==> src/rtl/dpll_pkg.sv <==
// Shared DPLL loop-filter defaults and helpers.
package dpll_pkg;

  localparam int DPLL_CNT_W    = 10;
  localparam int DPLL_KEXP_OFS = 3;
  localparam int DPLL_LOCK_W   = 12;
  localparam int DPLL_LOCK_LEN = 2000;

  // Effective exponent, clamped to the counter width.
  function automatic int kc_of(
    input int kexp,
    input int ofs,
    input int cnt_w
  );
    int s;
    s = kexp + ofs;
    if (s > cnt_w) s = cnt_w;
    return s;
  endfunction

  // Terminal count 2^kc - 1.
  function automatic logic [31:0] term_val(input int kc);
    return (32'd1 << kc) - 32'd1;
  endfunction

endpackage

==> src/rtl/mod_k_counter.sv <==
// Modulo-2^kc counter with a registered wrap pulse.
import dpll_pkg::*;

module mod_k_counter #(
  parameter int CNT_W = DPLL_CNT_W,
  parameter int KC_W  = $clog2(CNT_W + 1)
) (
  input  logic             clk,
  input  logic             reset,
  input  logic             inc,
  input  logic             clr,
  input  logic [KC_W-1:0]  kc,
  output logic             wrap,
  output logic [CNT_W-1:0] cnt
);

  logic [CNT_W-1:0] cnt_q, cnt_d;
  logic             wrap_q, wrap_d;
  logic [CNT_W-1:0] term;

  assign term = CNT_W'(term_val(int'(kc)));

  always_comb begin
    cnt_d  = cnt_q;
    wrap_d = 1'b0;
    if (clr) begin
      cnt_d = '0;
    end else if (inc) begin
      if (cnt_q == term) begin
        cnt_d  = '0;
        wrap_d = 1'b1;
      end else begin
        cnt_d = cnt_q + 1'b1;
      end
    end
  end

  always_ff @(posedge clk or negedge reset) begin
    if (!reset) begin
      cnt_q  <= '0;
      wrap_q <= 1'b0;
    end else begin
      cnt_q  <= cnt_d;
      wrap_q <= wrap_d;
    end
  end

  assign cnt  = cnt_q;
  assign wrap = wrap_q;

endmodule

==> src/rtl/kcounter_loop_filter.sv <==
// K-counter DPLL loop filter: up/down modulo-K
// integrators, carry/borrow pulses and lock timer.
import dpll_pkg::*;

module kcounter_loop_filter #(
  parameter int CNT_W    = DPLL_CNT_W,
  parameter int KEXP_OFS = DPLL_KEXP_OFS,
  parameter int LOCK_W   = DPLL_LOCK_W,
  parameter int LOCK_LEN = DPLL_LOCK_LEN
) (
  input  logic             clk,
  input  logic             reset,
  input  logic             enable,
  input  logic             dnUp,
  input  logic [2:0]       kExp,
  output logic             carry,
  output logic             borrow,
  output logic             lock,
  output logic [CNT_W-1:0] upCnt,
  output logic [CNT_W-1:0] dnCnt
);

  localparam int KC_W = $clog2(CNT_W + 1);
  localparam logic [LOCK_W-1:0] LOCK_MAX =
    LOCK_W'(LOCK_LEN);

  logic [2:0]        kreg_q, kreg_d;
  logic [LOCK_W-1:0] tmr_q, tmr_d;
  logic              lock_q, lock_d;

  logic [KC_W-1:0]   kc;
  logic [CNT_W-1:0]  term;
  logic              kchg;
  logic              inc_up, inc_dn;
  logic              wrap_now;

  assign kc   = KC_W'(kc_of(int'(kreg_q), KEXP_OFS, CNT_W));
  assign term = CNT_W'(term_val(int'(kc)));
  assign kchg = (kExp != kreg_q);

  assign inc_up = enable & ~dnUp & ~kchg;
  assign inc_dn = enable &  dnUp & ~kchg;

  // Pulse about to be registered on this edge.
  assign wrap_now = (inc_up && upCnt == term)
                 || (inc_dn && dnCnt == term);

  mod_k_counter #(.CNT_W(CNT_W), .KC_W(KC_W)) u_up (
    .clk   (clk),
    .reset (reset),
    .inc   (inc_up),
    .clr   (kchg),
    .kc    (kc),
    .wrap  (carry),
    .cnt   (upCnt)
  );

  mod_k_counter #(.CNT_W(CNT_W), .KC_W(KC_W)) u_dn (
    .clk   (clk),
    .reset (reset),
    .inc   (inc_dn),
    .clr   (kchg),
    .kc    (kc),
    .wrap  (borrow),
    .cnt   (dnCnt)
  );

  always_comb begin
    kreg_d = kExp;
    tmr_d  = tmr_q;
    lock_d = lock_q;
    if (kchg || wrap_now) begin
      tmr_d  = '0;
      lock_d = 1'b0;
    end else if (enable) begin
      if (tmr_q != LOCK_MAX) tmr_d = tmr_q + 1'b1;
      lock_d = lock_q | (tmr_d == LOCK_MAX);
    end
  end

  always_ff @(posedge clk or negedge reset) begin
    if (!reset) begin
      kreg_q <= '0;
      tmr_q  <= '0;
      lock_q <= 1'b0;
    end else begin
      kreg_q <= kreg_d;
      tmr_q  <= tmr_d;
      lock_q <= lock_d;
    end
  end

  assign lock = lock_q;

endmodule

==> config.mk <==
export PLATFORM = sky130hd
export DESIGN_NAME = kcounter_loop_filter
export DESIGN_NICKNAME = d
export VERILOG_FILES = /design/src/rtl/dpll_pkg.sv /design/src/rtl/mod_k_counter.sv /design/src/rtl/kcounter_loop_filter.sv
export SDC_FILE = /design/constraint.sdc
export NUM_CORES = 1
export LEC_CHECK = 0
export CAP_MARGIN = 20
export CORE_MARGIN = 1
export CORE_UTILIZATION = 30
export DETAILED_ROUTE_END_ITERATION = 8
export PLACE_DENSITY_LB_ADDON = 0.12
export SLEW_MARGIN = 40
export SYNTH_ARGS = -nofsm -noshare
export SYNTH_HDL_FRONTEND = slang
export SYNTH_SLANG_ARGS = --single-unit
==> constraint.sdc <==
create_clock -name clk -period 3.1 [get_ports clk]
set_input_delay 0.465 -clock clk [delete_from_list [all_inputs] [get_ports clk]]
set_output_delay 0.465 -clock clk [all_outputs]
set_load 0.01 [all_outputs]
* Yosys cells after proc, flatten, opt, wreduce, memory -nomap -nowiden
Index checks and enable logic that the tools add are counted.
** Storage, ports and cells
- Input bits :: 7
- Word-level logic and storage cells :: 53
- Register bits after elaboration :: 38
** Operators by class
- Order comparisons :: 1
- Bitwise operators :: 7
- Reductions and logical operators :: 7
- Eq/ne operators :: 5
- Add/subtract/negate cells :: 5
- Shift-type cells :: 1
- Muxes and demuxes :: 20
** Operators by type and width (number)
- 10-bit two-way mux :: 6
- 12-bit two-way mux :: 5
- 10-bit by 1-bit adder with 10-bit output (second input constant) :: 2
- 10-bit == test :: 2
- 12-bit by 1-bit adder with 12-bit output (second input constant) :: 1
- 12-bit by 11-bit == test with 1-bit output (second input constant) :: 1
- 12-bit by 11-bit != test with 1-bit output (second input constant) :: 1
- 1-bit by 4-bit << shifter with 10-bit output (first input constant) :: 1
- 10-bit by 1-bit subtractor with 10-bit output (second input constant) :: 1
- 1-bit two-way mux :: 8
- 2-bit nonzero test :: 3
- 3-bit by 2-bit adder with 4-bit output (second input constant) :: 1
- 1-bit bitwise AND :: 4
- 4-bit > comparator (second input constant) :: 1
- 4-bit two-way mux :: 1
- 3-bit != test :: 1
- 1-bit logical AND :: 2
- 1-bit logical OR :: 2
- 1-bit inverter :: 2
- 1-bit OR :: 1

* Logic depth before layout (Yosys ltp)
- Depth in word-level cells :: 14
- Gate-level depth with buffers :: 16
- Mapped depth without buffers :: 13

* Modules after synthesis
Synthesis repeated with hierarchy kept, for this count alone.
** Unflattened totals
- Cell total of the unflattened synthesis :: 461
- Area total of the unflattened synthesis :: 3827.4 um^2
** Modules (own cells, without submodules)
- mod_k_counter :: cells each 118, area an instance 999.7 um^2, seq. area each 275.3 um^2, times used 2
- kcounter_loop_filter :: cells each 225, area an instance 1828.0 um^2, seq. area each 400.4 um^2, times used 1

* Worst setup path before layout
OpenSTA, ideal clock, no wires.
- Path kind :: register to register
- Start point :: reg kreg_q[0]
- End point :: reg u_up.cnt_q[5], in the netlist u_up.cnt[5]
- Data required time :: 2.966 ns
- Setup time :: 0.134 ns
- Path slack :: -0.335 ns
- Cell stages (with the launch flop) :: 16
- Data arrival time :: 3.302 ns
- Path buffers :: 2
- Path through :: dfrtp_1 buf_6 inv_1 ha_1 nor2b_1 or2_2 nand2_1 ha_1 buf_2 xnor2_1 a311o_1 a221oi_2 nand3_1 or3_1 o21ai_1 o211ai_1
** On the way
- Word-level cells in the longest chain between the ends :: 9
** Ends and longest elaborated chain
- from (decl) :: RTL line kcounter_loop_filter.sv:27 : logic [2:0] kreg_q, kreg_d;
- from (signal assigned) :: RTL line kcounter_loop_filter.sv:87 : kreg_q <= kreg_d;
- 3-bit by 2-bit adder with 4-bit output :: RTL line dpll_pkg.sv:16 : s = kexp + ofs;
- 4-bit > comparator :: RTL line dpll_pkg.sv:17 : if (s > cnt_w) s = cnt_w;
- 4-bit two-way mux :: RTL line dpll_pkg.sv:17
- 1-bit by 4-bit << shifter with 10-bit output :: RTL line dpll_pkg.sv:23 : return (32'd1 << kc) - 32'd1;
- 10-bit by 1-bit subtractor with 10-bit output :: RTL line dpll_pkg.sv:23
- 10-bit == test :: RTL line mod_k_counter.sv:29 : if (cnt_q == term) begin
- 10-bit two-way mux :: RTL line mod_k_counter.sv:29
- 10-bit two-way mux :: RTL line mod_k_counter.sv:28 : end else if (inc) begin
- 10-bit two-way mux :: RTL line mod_k_counter.sv:26 : if (clr) begin
- to (signal assigned) :: RTL line mod_k_counter.sv:43 : cnt_q <= cnt_d;
- to (decl) :: RTL line mod_k_counter.sv:17 : logic [CNT_W-1:0] cnt_q, cnt_d;
Several ways; a longest one is shown, not always the timed one. The select of a mux whose other input is x is not followed.
A chain may end at the register's enable or synchronous reset.

* Worst setup path in the final report
- Start point :: reg kreg_q[1]
- End point :: reg u_up.cnt_q[3], in the netlist u_up.cnt[3]
Same word-level chain as after synthesis.

==> results.md <==
- Worst Max-Slew Pin Slew: 0.558 ns
- CTS sink cnt: 38
- Remaining global-route overflow: 0
- Critical path class: reg2reg
- Top cell type's share of synthesized area: 0.320
- Post-synthesis sequential area ratio: 0.320
- Post-Syn Nets: 361
- #FFs+latches synth: 38
- Num ports: 30
- Startpoint Class: flip-flop
- Root buffer cell: clkbuf_8
- Crit path required time: 3.28 ns
- Power density cells: 286 nW/um^2
- Final min period: 3.03 ns
- Clk pwr share: 0.348
- Asr flop ratio synth: 1.00
- Syn avg cell area: 8.64 um^2
- Synth cell types: 68
- Max IR drop VDD: 0.166 mV
- Post-synthesis cell area: 2970 um^2
- Clk_skew: 0.00781 ns
- LEAKAGE: 1.51 nW
- RSZ-0062 raised after global routing: yes
- Clock latency on the worst-skew pair: 0.29 ns
- Final hold viol count: 0
- Layout Area Growth over Synthesis: 26.9%
- Gr usage total: 0.164
- Num CTS Buffers: 5
- Die height: 102 um
- Outcome: completed
- Worst EP arrival: 3.20 ns
- Cts hold-fix bufs: 0
- Placer Congestion: 0.801
- Reg power frac: 0.467
- Post-Synthesis Cells: 344
- HPWL Detailed: 5.69 mm
- Slew Limit Fails: 0
- Max cap viols: 0
- Global-route wire length before repair: 13.2 mm
- Drt total wl: 7.90 mm
- Vias in the first global route: 2523
- EDFF count, synth: 0
- Logic pwr share: 0.185
- Post-DRT Antenna Nets: 0
- Power Internal: 0.760 mW
- Yosys top cell by area: dfrtp_1
- Fin util: 0.401
- Part of the cycle the worst path needs: 0.976
- Drt drc: 0
- Fraction of layout instances using a drive strength above 1: 0.188
- Final #Nets: 405
- Via-per-instance ratio: 5.19
- Max Clk Rate: 331 MHz
- DIE WIDTH: 102 um
- Yosys warning total: 0
- DR pass1 iterations: 4
- DR vias: 2691
- Clock-pin slew on the worst setup and hold paths: 0.09 ns
- Port Buf Inserts: 29
- Avg WL per Cell: 15.2 um
- Initial Utilization: 0.316
- Slew HR: 0.628
- Ys flop type: dfrtp_1
- CTS Buffer Depth: 2
- Worst-path maximum fanout: 5
- Pin count of the biggest net entering global routing: 39
- Antenna violations before repair: 0
- FP Rows: 35
- CTS tree: done
- Antenna Cells: 0
- Switching Fraction: 0.297
- Pwr Total: 1.08 mW
- Core Region: 9420 um^2
- Hold Crit Class: in2async
- CP Capture Type: flip-flop
- Final Setup Violations: 0
- CTS H-tree depth: 2
- Die Area: 10300 um^2
- Switching Power: 0.320 mW
- Top post-synthesis cells by area: dfrtp_1 32%, xor2_1 5.0%, xnor2_1 4.4%
- Drt initial violations: 72
-- power by group through the flow --
stage	clock network [mW]	registers (mW)	logic, mW
after floorplan	0	0.513	0.125
after global placement	0	0.514	0.187
after detailed placement	0	0.514	0.188
after CTS	0.396	0.504	0.189
after global routing	0.409	0.505	0.220
final	0.376	0.504	0.200
-- kinds of logic (layout without fill, tap and decap cells) --
group	Yosys count	in the layout	synth area share
XOR/XNOR	32	32	0.0943
AO/OA/AOI/OAI	71	71	0.186
AND/OR/NAND/NOR	162	162	0.299
flip-flops	38	38	0.320
multiplexers	4	4	0.0139
adder cells (fa/ha/maj)	10	10	0.0421
buffers and inverters	27	72	0.0442
-- final cells by class --
cell class              instances  area, um^2
multi-input cells             279        2010
well taps                     129         161
repair buffers                 56         518
clock buffers                   6        82.6
inverters                       8        35.0
flip-flops and latches         38         951
fillers                       946        5640
clock inverters                 2        12.5
-- worst max-delay path: stages (launching register included) --
cell	delay (ns)
dfrtp_1	0.41
inv_4	0.06
ha_4	0.17
nor4b_4	0.23
or2_4	0.20
nand2_4	0.06
ha_4	0.18
xnor2_4	0.14
a311o_1	0.28
a221oi_2	0.24
nand3_2	0.15
nor3_4	0.33
buf_6	0.16
a21oi_2	0.05
a221o_1	0.25
-- repair_timing --
item                                    in CTS  in global routing
endpoints found under the setup margin      13                 29
buffers inserted                             0                  5
gates resized for setup                      1                 13
pin swaps                                    1                 17
-- placed cells by master (no fill, tap or decap), drive strengths merged, types with 5 or more instances in the layout --
cell	instances
dfrtp	38
nand2	32
clkdlybuf4s50	28
buf	28
nor2	25
nand3	24
nor3	23
xor2	17
a21oi	16
xnor2	15
o21ai	12
a221o	10
ha	10
nor2b	8
inv	8
or2	8
nor4	7
nand4	6
and3	6
clkbuf	6
a22o	5
-- per-stage QoR --
| step | cells | hold WS, ns | cell area (um^2) | setup slack [ns] | setup TNS (ns) |
|---|---|---|---|---|---|
| after floorplan | 344 | 0.169 | 3050 | -0.118 | -1.85 |
| after global placement | 505 | 0.549 | 3560 | 0.0296 | 0 |
| after detailed placement | 505 | 0.484 | 3570 | 0.00599 | 0 |
| after CTS | 513 | 0.153 | 3670 | 0.00598 | 0 |
| after global routing | 518 | 0.179 | 3770 | -0.0484 | -0.201 |
| final | 518 | 0.138 | 3770 | 0.0745 | 0 |
-- synthesized netlist by cell type, types with 8 or more instances --
| library cell | n |
|---|---|
| clkbuf_1 | 10 |
| nand2_1 | 32 |
| nor2b_1 | 8 |
| a221o_1 | 10 |
| xnor2_1 | 15 |
| nand3_1 | 24 |
| ha_1 | 10 |
| a21oi_1 | 15 |
| nor2_1 | 25 |
| dfrtp_1 | 38 |
| nor3_1 | 21 |
| xor2_1 | 17 |
-- registers in the layout, indices dropped and copies added (netlist names) --
name / flops
kreg_q: 3
u_dn.wrap: 1
u_dn.cnt: 10
tmr_q: 12
u_up.wrap: 1
lock: 1
u_up.cnt: 10
-- routing by layer --
layer / part of all wire / vias up / track usage
met1: 0.48 / 1290 / 0.231
met4: 0.0084 / 0 / 0.0368
li1: - / 1342 / -
met3: 0.038 / 6 / 0.0221
met5: 0 / - / 0
met2: 0.48 / 53 / 0.268
-- final timing paths --
kind                       slack [ns]  depth (start not counted)       from     endpoint
min reg2reg                      0.57                          2       lock         lock
max in group asynchronous        2.60                          1      reset  u_dn.cnt[5]
min in group clk                 0.57                          2       lock         lock
min                              0.14                          1      reset    kreg_q[1]
max reg2reg                      0.07                         14  kreg_q[1]  u_up.cnt[3]
max                              0.07                         14  kreg_q[1]  u_up.cnt[3]
Power figures use the tool's default switching activity.
